$ cat config.mk
export PLATFORM = sky130hd
export DESIGN_NAME = fifo_drain_serializer
export DESIGN_NICKNAME = d
export VERILOG_FILES = /design/src/rtl/fifo_drain_serializer_pkg.sv /design/src/rtl/fifo_drain_serializer_ff.sv /design/src/rtl/fifo_drain_serializer.sv
export SDC_FILE = /design/constraint.sdc
export NUM_CORES = 1
export LEC_CHECK = 0
export CAP_MARGIN = 20
export CORE_MARGIN = 2
export CORE_UTILIZATION = 39
export CTS_BUF_LIST = sky130_fd_sc_hd__clkbuf_16
export CTS_CLUSTER_DIAMETER = 50
export CTS_CLUSTER_SIZE = 25
export DETAILED_ROUTE_END_ITERATION = 12
export MAX_ROUTING_LAYER = met4
export PLACE_DENSITY = 0.69
export SLEW_MARGIN = 20
export SYNTH_ARGS = -nofsm -noshare
export SYNTH_HDL_FRONTEND = slang
export SYNTH_SLANG_ARGS = --single-unit
$ cat constraint.sdc
create_clock -name clk -period 1.3 [get_ports clk]
set_clock_uncertainty 0.05 [all_clocks]
set_input_delay 0.26 -clock clk [delete_from_list [all_inputs] [get_ports clk]]
set_output_delay 0.26 -clock clk [all_outputs]
set_load 0.02 [all_outputs]
$ cat src/rtl/fifo_drain_serializer_pkg.sv
// Shared definitions for the FIFO drain serializer: FSM encoding and
// elaboration-time parameter helpers.
package fifo_drain_serializer_pkg;

    typedef enum logic {
        ST_IDLE  = 1'b0,
        ST_SHIFT = 1'b1
    } state_e;

    // A word must split into a whole number of output beats.
    function automatic bit width_legal(input int width, input int out_width);
        return (out_width > 0) && (width >= out_width) && ((width % out_width) == 0);
    endfunction

    function automatic int cnt_width(input int beats);
        return (beats > 1) ? $clog2(beats) : 1;
    endfunction

endpackage

$ cat src/rtl/fifo_drain_serializer_ff.sv
// Enabled register with synchronous active-high reset to INIT.
module fifo_drain_serializer_ff #(
    parameter int              WIDTH = 8,
    parameter logic [WIDTH-1:0] INIT = '0
) (
    input  logic             clk,
    input  logic             rst,
    input  logic             en_i,
    input  logic [WIDTH-1:0] d_i,
    output logic [WIDTH-1:0] q_o
);

    logic [WIDTH-1:0] q_q;

    always_ff @(posedge clk) begin
        if (rst) begin
            q_q <= INIT;
        end else if (en_i) begin
            q_q <= d_i;
        end
    end

    assign q_o = q_q;

endmodule

$ cat src/rtl/fifo_drain_serializer.sv
// Pops whole words from the FIFO head and emits them as narrow valid/ready
// beats, reloading on the last beat so a ready sink sees no bubbles.
module fifo_drain_serializer
    import fifo_drain_serializer_pkg::*;
#(
    parameter int WIDTH     = 8,
    parameter int OUT_WIDTH = 2,
    parameter int MSB_FIRST = 0
) (
    input  logic                 clk,
    input  logic                 rst,
    input  logic                 fifo_empty,
    input  logic [WIDTH-1:0]     fifo_data,
    output logic                 fifo_pop,
    output logic                 out_valid,
    input  logic                 out_ready,
    output logic [OUT_WIDTH-1:0] out_data,
    output logic                 out_last,
    output logic                 busy
);

    localparam int BEATS   = WIDTH / OUT_WIDTH;
    localparam int BCNTWID = cnt_width(BEATS);

    if (!width_legal(WIDTH, OUT_WIDTH)) begin : g_bad_width
        $error("fifo_drain_serializer: WIDTH must be a multiple of OUT_WIDTH");
    end

    state_e               state_q, state_d;
    logic [BCNTWID-1:0]   beat_cnt_q, beat_cnt_d;
    logic [WIDTH-1:0]     shreg_q;
    logic [WIDTH-1:0]     shreg_shifted;
    logic [WIDTH-1:0]     shreg_d;
    logic                 xfer;
    logic                 load;
    logic                 shreg_en;

    assign xfer = out_valid & out_ready;
    // Head data is valid before the pop edge, so capture and pop coincide.
    assign load = !rst && !fifo_empty && ((state_q == ST_IDLE) || (xfer && out_last));
    assign fifo_pop = load;

    assign shreg_shifted = (MSB_FIRST != 0) ? (shreg_q << OUT_WIDTH) : (shreg_q >> OUT_WIDTH);
    assign shreg_d       = load ? fifo_data : shreg_shifted;
    assign shreg_en      = load | xfer;

    fifo_drain_serializer_ff #(
        .WIDTH (WIDTH),
        .INIT  ('0)
    ) u_shreg (
        .clk  (clk),
        .rst  (rst),
        .en_i (shreg_en),
        .d_i  (shreg_d),
        .q_o  (shreg_q)
    );

    always_ff @(posedge clk) begin
        if (rst) begin
            state_q    <= ST_IDLE;
            beat_cnt_q <= '0;
        end else begin
            state_q    <= state_d;
            beat_cnt_q <= beat_cnt_d;
        end
    end

    always_comb begin
        state_d    = state_q;
        beat_cnt_d = beat_cnt_q;
        if (load) begin
            state_d    = ST_SHIFT;
            beat_cnt_d = '0;
        end else if (xfer) begin
            if (out_last) begin
                state_d = ST_IDLE;
            end else begin
                beat_cnt_d = beat_cnt_q + 1'b1;
            end
        end
    end

    always_comb begin
        out_valid = 1'b0;
        busy      = 1'b0;
        out_last  = 1'b0;
        out_data  = '0;
        if (state_q == ST_SHIFT) begin
            out_valid = 1'b1;
            busy      = 1'b1;
            out_last  = (beat_cnt_q == BCNTWID'(BEATS - 1));
            out_data  = (MSB_FIRST != 0) ? shreg_q[WIDTH-1 -: OUT_WIDTH]
                                         : shreg_q[OUT_WIDTH-1:0];
        end
    end

endmodule

==> impl_summary.md, run 1 <==
Yosys
Synthesis inferred 11 register bits. The number of enable flip-flop cells after synthesis is 0. Yosys mapped the design onto 25 distinct sky130hd cell types. The total number of yosys warnings is 0. After technology mapping, the gate count stands at 70. In the synthesized netlist the async set-or-reset flop fraction comes to 0%.

The cell area that synthesis handed to floorplanning was approximately 590 um^2. When the netlist entered floorplanning its net count stood at just over 80. The mean area per synthesized cell is between 8 and 9 um^2. After synthesis, flip-flops and latches occupy 37.6% of the total area.

In the synthesized netlist the dominant register cell turns out to be sky130_fd_sc_hd__dfxtp_1.

Power
The leakage dissipation is between 0.3 and 0.4 nW. The power density of the placed cells is around 1200 mW/mm^2. The overall power after layout is between 0.001 and 0.0015 W.

The worst-case vdd ir drop is 1.42 mV.

Worst setup path
The startpoint kind of the worst setup timing path is a flip-flop. The maximum single-stage delay on the critical path is ~0.33 ns. Data on the critical path is required at its endpoint by ~1 ns.

Setup slack on the worst reg-to-reg path comes out at around 0.04 ns. The critical path goes through ha_4 > a21boi_2 > nor2_1 > buf_4. The critical path in this run is classified as flip-flop to output port. The largest individual stage delay along the critical path comes from the cell sky130_fd_sc_hd__dfxtp_2. The endpoint arrival time on the critical path is 1.07 ns. The maximum fanout along the worst path is 4. The worst setup path is captured at an output port.

Cells and area
Summing all multi-input logic gate instances after layout gives 393 um^2. The layout has 115 filler cells. The fraction of layout instances using a drive strength above 1 is 36.7%.

Summing all flip-flop and latch instances after layout gives around 230 um^2. The count of antenna diodes in the layout is 0. The count of nets after finishing is about 110. The top cell types in the final layout, fill and taps aside, are sky130_fd_sc_hd__buf_4, sky130_fd_sc_hd__a21oi_1, sky130_fd_sc_hd__clkdlybuf4s50_1, sky130_fd_sc_hd__dfxtp_1, sky130_fd_sc_hd__nand3_1. The total non-filler cell area in the finished layout is 956 um^2. For this run, the share of the core covered by cells in the final layout is 70.8%.

Leaving out fill and tap cells, the most frequent cell in the layout is sky130_fd_sc_hd__buf_4. The synthesis-to-layout area growth is 63.2%.

Timing
In the post-route analysis, the smallest setup slack over all paths is -0.0780 ns. The number of hold-slack violations in the final timing report is 0. For this run, the top clock speed supported by timing is around 730 MHz. The max-slew violation count came to 0. The slew at the pin with the worst max-slew slack is approximately 0.25 ns. The worst slew margin relative to its limit is 83.4%. The total of endpoints with negative setup slack in the final report is 2. Setup repair after global routing could not meet its margin everywhere. The final critical-path share of the clock period is 106%. The minimum clock period after layout is roughly 1.4 ns. Setup total negative slack on the finished layout was measured at -0.103 ns. Hold is met by 0.422 ns.

Global route
The first global-routing pass estimated around 3000 um of wire. Summed over all layers, the global routing overflow is 0. The number of antenna violations at the first check in global routing came to 0. Global routing used between 20% and 30% of the available tracks. The via count of the first global-routing pass is slightly below 700. Entering global routing, the biggest net connects 15 pins.

Clocking
The clock drives 11 sinks. The count of hold buffers inserted by post-cts repair is 0. The buffer type at the clock tree root is sky130_fd_sc_hd__clkbuf_16. CTS built an H-tree with a depth of 1.

The CTS tree is built. The clock latency of the later-clocked register in the worst-skew pair is about 0.24 ns. Clock-pin slew was measured on the worst setup and hold paths at ~0.040 ns. The count of buffers added by post-CTS timing repair for setup is 0. The number of buffers between clock root and the deepest sink is 2. Clock tree synthesis inserted a total of 3 buffers.

Floorplan
The initial standard-cell utilization of the core is 43.4%. The row count is 13. The area of the placeable core is about 0.0014 mm^2. Pin placement for this block handled 18 I/O pins. The die extent in x is roughly 43 um.

The die is approximately 43 um tall. The floorplan die area is about 0.0018 mm^2.

Route
The first routing iteration left 10 violations. The number of DRC violations after detailed routing is 0. The first detailed-routing pass took 4 iterations. The total routed wirelength is approximately 1700 um. Dividing the detail-routed via count by the number of cells gives between 5 and 6. In this run the remaining antenna-violating nets after routing total 0. After detailed routing, the average wire length per cell comes to 15.0 um.

The count of vias placed by the detailed router is between 600 and 700.

Flow run
The max-capacitance violation count is 0.

Worst hold path
The path class of the tightest hold or removal check is flip-flop to flip-flop.

Run status
The checks that failed: negative setup slack. The run finished, with violations left.

Placement
The half-perimeter wire length after detailed placement is about 1200 um. Buffers placed on the I/O ports in this run total 17. The last weighted congestion value of the routability-driven placer is about 0.75. The cell area reported after detailed placement is 843 um^2.
logic make-up after synthesis:
group	count (synthesis)	synth area share, %
buf+inv	6	6.20
fa+ha+maj	1	2.14
simple gates	26	22.9
xor+xnor	1	1.50
mux	1	1.71
compound gates	24	28.0
flops	11	37.6
power by group:
part	total, W	internal (W)	switching (W)
Combinational	0.000218	0.000112	0.000106
Clock	0.000558	0.000404	0.000154
Sequential	0.000384	0.000366	0.0000177
metrics by stage:
stage	setup WS (ns)	instances
after detailed placement	-0.658	110
after global routing	-0.123	113
after CTS	-0.101	113
final	-0.0780	113
after floorplan	-0.00849	70
after global placement	-0.610	110
sequential cells by signal, summed over array words and instances (netlist names):
register	flops
beat_cnt_q	2
state_q	1
u_shreg.q_o	8
worst paths after layout:
kind,from,to,depth (start not counted)
setup / recovery,beat_cnt_q[1],fifo_pop,4
hold / removal,u_shreg.q_o[6],u_shreg.q_o[6],2
setup reg to reg,beat_cnt_q[1],u_shreg.q_o[3],5
hold reg to reg,u_shreg.q_o[6],u_shreg.q_o[6],2
layer usage:
metal / GRT usage [%] / part of all wire [%]
met1: 24.5 / 41
met3: 6.81 / 4.2
met2: 37.3 / 52
met5: - / 0
met4: 11.9 / 3.6
final cells by class:
type	count	area share [%]
Clock inverter	1	0.393
Multi-Input combinational cell	53	41.1
Sequential cell	11	23.7
Inverter	1	0.393
Tap cell	15	1.96
Clock buffer	3	7.85
Timing Repair Buffer	29	24.6
critical path: cells and delay by family (launching register included):
kind | cells | cell delay, ns
buf+inv | 1 | 0.15
fa+ha+maj | 1 | 0.17
compound gates | 1 | 0.13
flops | 1 | 0.33
simple gates | 1 | 0.06
cell usage after synthesis, types with 2 or more instances:
library cell	count	area, um^2
sky130_fd_sc_hd__dfxtp_1	11	220
sky130_fd_sc_hd__a21oi_1	9	45.0
sky130_fd_sc_hd__nand3_1	9	45.0
sky130_fd_sc_hd__o21ai_0	6	30.0
sky130_fd_sc_hd__a311oi_1	5	43.8
sky130_fd_sc_hd__and2_1	3	18.8
sky130_fd_sc_hd__nand2_1	3	11.3
sky130_fd_sc_hd__nor2_1	3	11.3
sky130_fd_sc_hd__nor3_1	3	15.0
sky130_fd_sc_hd__buf_2	2	10.0
sky130_fd_sc_hd__nand2b_1	2	12.5
timing repair:
item,in CTS,in global routing
gates resized for setup,36,9
endpoints found under the setup margin,17,12
pin swaps,7,4
Note: power is estimated with default switching activity, not from simulation.
==> inputs of run 2 (changes only) <==
--- a/config.mk
+++ b/config.mk
@@ -6,15 +6,16 @@
 export NUM_CORES = 1
 export LEC_CHECK = 0
 export CAP_MARGIN = 20
+export CELL_PAD_IN_SITES_DETAIL_PLACEMENT = 1
+export CELL_PAD_IN_SITES_GLOBAL_PLACEMENT = 2
 export CORE_MARGIN = 2
-export CORE_UTILIZATION = 39
+export CORE_UTILIZATION = 25
 export CTS_BUF_LIST = sky130_fd_sc_hd__clkbuf_16
 export CTS_CLUSTER_DIAMETER = 50
 export CTS_CLUSTER_SIZE = 25
 export DETAILED_ROUTE_END_ITERATION = 12
 export MAX_ROUTING_LAYER = met4
-export PLACE_DENSITY = 0.69
-export SLEW_MARGIN = 20
+export PLACE_DENSITY = 0.74
 export SYNTH_ARGS = -nofsm -noshare
 export SYNTH_HDL_FRONTEND = slang
 export SYNTH_SLANG_ARGS = --single-unit
==> constraint.sdc (replaced) <==
create_clock -name clk -period 1.4 [get_ports clk]
set_clock_uncertainty 0.05 [all_clocks]
set_input_delay 0.28 -clock clk [delete_from_list [all_inputs] [get_ports clk]]
set_output_delay 0.28 -clock clk [all_outputs]
set_load 0.02 [all_outputs]
==> run 2 against run 1 <==
  * Combinational power down 7%
  * Sequential power decreased by 7.0%
  * Wire length is 6.6% higher
  * Setup slack improved by 0.050 ns
  * Final cell count grew 15%
  * The run still ends with negative setup slack left
  * First-iteration DRC count down 80%
  * Clock power shrank 7.5%
==> impl_summary.md, run 2 (synthesis results as in run 1) <==
Worst setup path
The worst setup path startpoint is beat_cnt_q[1]. The origin of the critical flop-to-flop path is state_q. The capturing element of the worst setup path is out_last. The slack of the worst reg-to-reg path is 0.06 ns (+0.02 ns).

STA classifies the critical path startpoint as a flip-flop. The type of destination of the critical path is an output port. The required time at the worst-slack endpoint is 1.07 ns (+0.08 ns). The maximum fanout along the worst path is 3 (-1). The startpoint-to-endpoint class of the critical path is flip-flop to output port. The length in cells of the worst reg-to-reg path is 5 (unchanged). The endpoint arrival time on the critical path was 1.10 ns (+0.03 ns).

In this run the critical register-to-register path is captured at u_shreg.q_o[7].

Timing
The final-layout worst hold slack is 0.423 ns (+0.000652 ns). The minimum clock period after layout is 1.43 ns. The slew at the pin with the worst max-slew slack is 0.265 ns (+0.0190 ns). The final critical-path share of the clock period is 102%. Timing would allow up to 700 MHz.

The total of endpoints with negative setup slack in the final report was 2 (unchanged). Setup repair after global routing could not meet its margin everywhere. The worst slew margin relative to its limit is 82.3% (-1.1 points). The number of hold-slack violations in the final timing report is 0 (unchanged). The setup TNS after final layout is -0.0321 ns (+0.0707 ns). The slack of the critical path is -0.0279 ns (+0.0501 ns).

The max-slew violation count is 0 (unchanged).

Floorplan
The number of ports placed on the die boundary is 18 (unchanged). The die extent in x is 52.4 um (+23%). The die height is 52.4 um (+23%). The floorplan die area is 0.00275 mm^2 (+50%). The initial standard-cell utilization of the core is 26.5% (-17 points). The area of the placeable core is 0.00221 mm^2 (+64%).

The row count was 17 (+4).

Clocking
In this run the clock root is driven by a sky130_fd_sc_hd__clkbuf_16. The total clock sinks is 11 (unchanged). The CTS tree is built. The total CTS buffers is 3 (unchanged). The depth of the CTS H-tree was 1 (unchanged). The clock latency of the later-clocked register in the worst-skew pair is 0.23 ns (about the same). The count of hold buffers inserted by post-cts repair was 0 (unchanged). The clock-pin slew on the worst setup and hold paths is 0.04 ns (about the same). The number of buffers between clock root and the deepest sink was 2 (unchanged).

Global route
The largest net degree at the start of global routing is 15 (unchanged). The number of antenna violations at the first check in global routing was 0 (unchanged). The via count of the first global-routing pass came to 650 (-4.8%).

The aggregate global-route resource usage is 15.7% (-7.1 points). The first-pass GRT wire length was 3040 um (+1.4%). The total global routing overflow came to 0 (unchanged).

Cells and area
The fraction of layout instances using a drive strength above 1 is 35.3% (-1.4 points). The top cell types in the final layout, fill and taps aside, are sky130_fd_sc_hd__buf_4, sky130_fd_sc_hd__nand3_1, sky130_fd_sc_hd__a21oi_1, sky130_fd_sc_hd__clkdlybuf4s50_1, sky130_fd_sc_hd__dfxtp_1. The count of antenna diodes in the layout is 0 (unchanged). Relative to the synthesized area, the layout overhead comes to 70.1%. The count of nets after finishing is 116 (+3.6%). The number of flip-flops in the largest register is 8 (unchanged). The area of the multi-input gates came to 369 um^2 (-6.1%).

The leading cell type in the layout, fill and taps excluded is sky130_fd_sc_hd__buf_4. The flip-flop and latch area is 226 um^2 (unchanged). The number of filler cells placed in the layout is 273 (+140%).

Power
The worst-case vdd ir drop was 0.729 mV (-49%). The leakage dissipation came to 0.405 nW (+3.2%). The part of the total power dissipated in combinational logic came to 18.8% (about the same).

The switching part of the total power was 23.6% (-0.33 points). The sequential share of power is 33.2% (about the same). The power density of the placed cells is 1080 mW/mm^2 (-11%).

The total internal power came to 0.000821 W (-7.0%). The portion of total power attributed to the clock network is 48.0% (about the same). The net switching power of the design was 0.000254 W (-8.6%).

Route
The number of DRC violations after detailed routing came to 0 (unchanged). The detailed-route wire length per cell was 13.9 um (-7.3%). The post-detailed-route count of antenna-violating nets is 0 (unchanged). The count of vias placed by the detailed router is 654 (+1.9%).

The starting DRC count in detailed routing is 2 (-8). The total routed wirelength was 1810 um (+6.6%). The via count normalized by instance count is 5.03 (-11%).

The iteration count of the initial detailed-routing pass was 4 (unchanged).

Run status
The final reports fail on negative setup slack. The run finished, with violations left.

Placement
The worst slack at placement is -0.658 ns (-0.000153 ns). The number of port buffers is 17 (unchanged). The half-perimeter wire length after detailed placement came to 1320 um (+13%). The last weighted congestion value of the routability-driven placer is 0.748 (-0.77%).

Worst hold path
The worst hold path begins at u_shreg.q_o[6]. The kind of path behind the tightest hold check is flip-flop to flip-flop.

Flow run
The max-capacitance violation count is 0 (unchanged).
run 2: changes by cell type in the layout (fill, tap and decap cells not counted), moves of 2 or more:
cell / delta
sky130_fd_sc_hd__buf_2: -2
sky130_fd_sc_hd__buf_4: +2
sky130_fd_sc_hd__buf_6: +2
sky130_fd_sc_hd__clkdlybuf4s15_1: +2
sky130_fd_sc_hd__nand3_1: +2
sky130_fd_sc_hd__nand3_2: -2
run 2: how the worst min path moves through the flow:
stage	to	slack [ns]	cells past startpoint
after CTS	u_shreg.q_o[6]	0.42	2
after detailed placement	u_shreg.q_o[6]	0.42	2
final	u_shreg.q_o[6]	0.42	2
after global placement	u_shreg.q_o[6]	0.42	2
after global routing	u_shreg.q_o[6]	0.45	2
after floorplan	u_shreg.q_o[0]	0.30	1
run 2: cell type report:
type                    instances  share of cell area, %
clock buffers                   3                   7.54
clock inverters                 1                  0.377
inverters                       1                  0.377
multi-input cells              53                   37.1
flip-flops and latches         11                   22.7
well taps                      28                   3.52
repair buffers                 33                   28.4
run 2: critical path, stage by stage, from the launching register on:
cell and delay, ns:
sky130_fd_sc_hd__dfxtp_2 0.33, sky130_fd_sc_hd__ha_4 0.17, sky130_fd_sc_hd__buf_6 0.10, sky130_fd_sc_hd__and2_4 0.14, sky130_fd_sc_hd__buf_6 0.12
run 2: what timing repair did:
action                                  CTS  global route
endpoints found under the setup margin   14             9
pin swaps                                 3             0
resized for setup                        35             6
buffers inserted                          0             0
run 2: power groups by stage:
stage | combinational [W] | sequential (W) | clock (W)
global route | 0.000222 | 0.000360 | 0.000543
floorplan | 0.0000980 | 0.000357 | 0
CTS | 0.000193 | 0.000357 | 0.000526
finish | 0.000202 | 0.000357 | 0.000516
global placement | 0.000194 | 0.000359 | 0
detailed placement | 0.000198 | 0.000361 | 0
run 2: routing by layer:
layer  global-route usage, %  up-vias  wire, um
li1                        -      325         -
met1                    18.5      319       794
met2                    27.1        8       952
met3                    4.29        2        44
met4                    2.56        0        17
met5                       -        -         0
run 2: metrics by stage:
| stage | total power, W | instances | util (%) | cell area [um^2] |
|---|---|---|---|---|
| after floorplan | 0.000455 | 70 | - | 586 |
| after global placement | 0.000553 | 126 | 39.7 | 878 |
| after detailed placement | 0.000559 | 126 | 39.7 | 878 |
| after CTS | 0.00108 | 130 | 44.0 | 973 |
| after global routing | 0.00112 | 130 | 45.0 | 996 |
| final | 0.00107 | 130 | 45.0 | 996 |
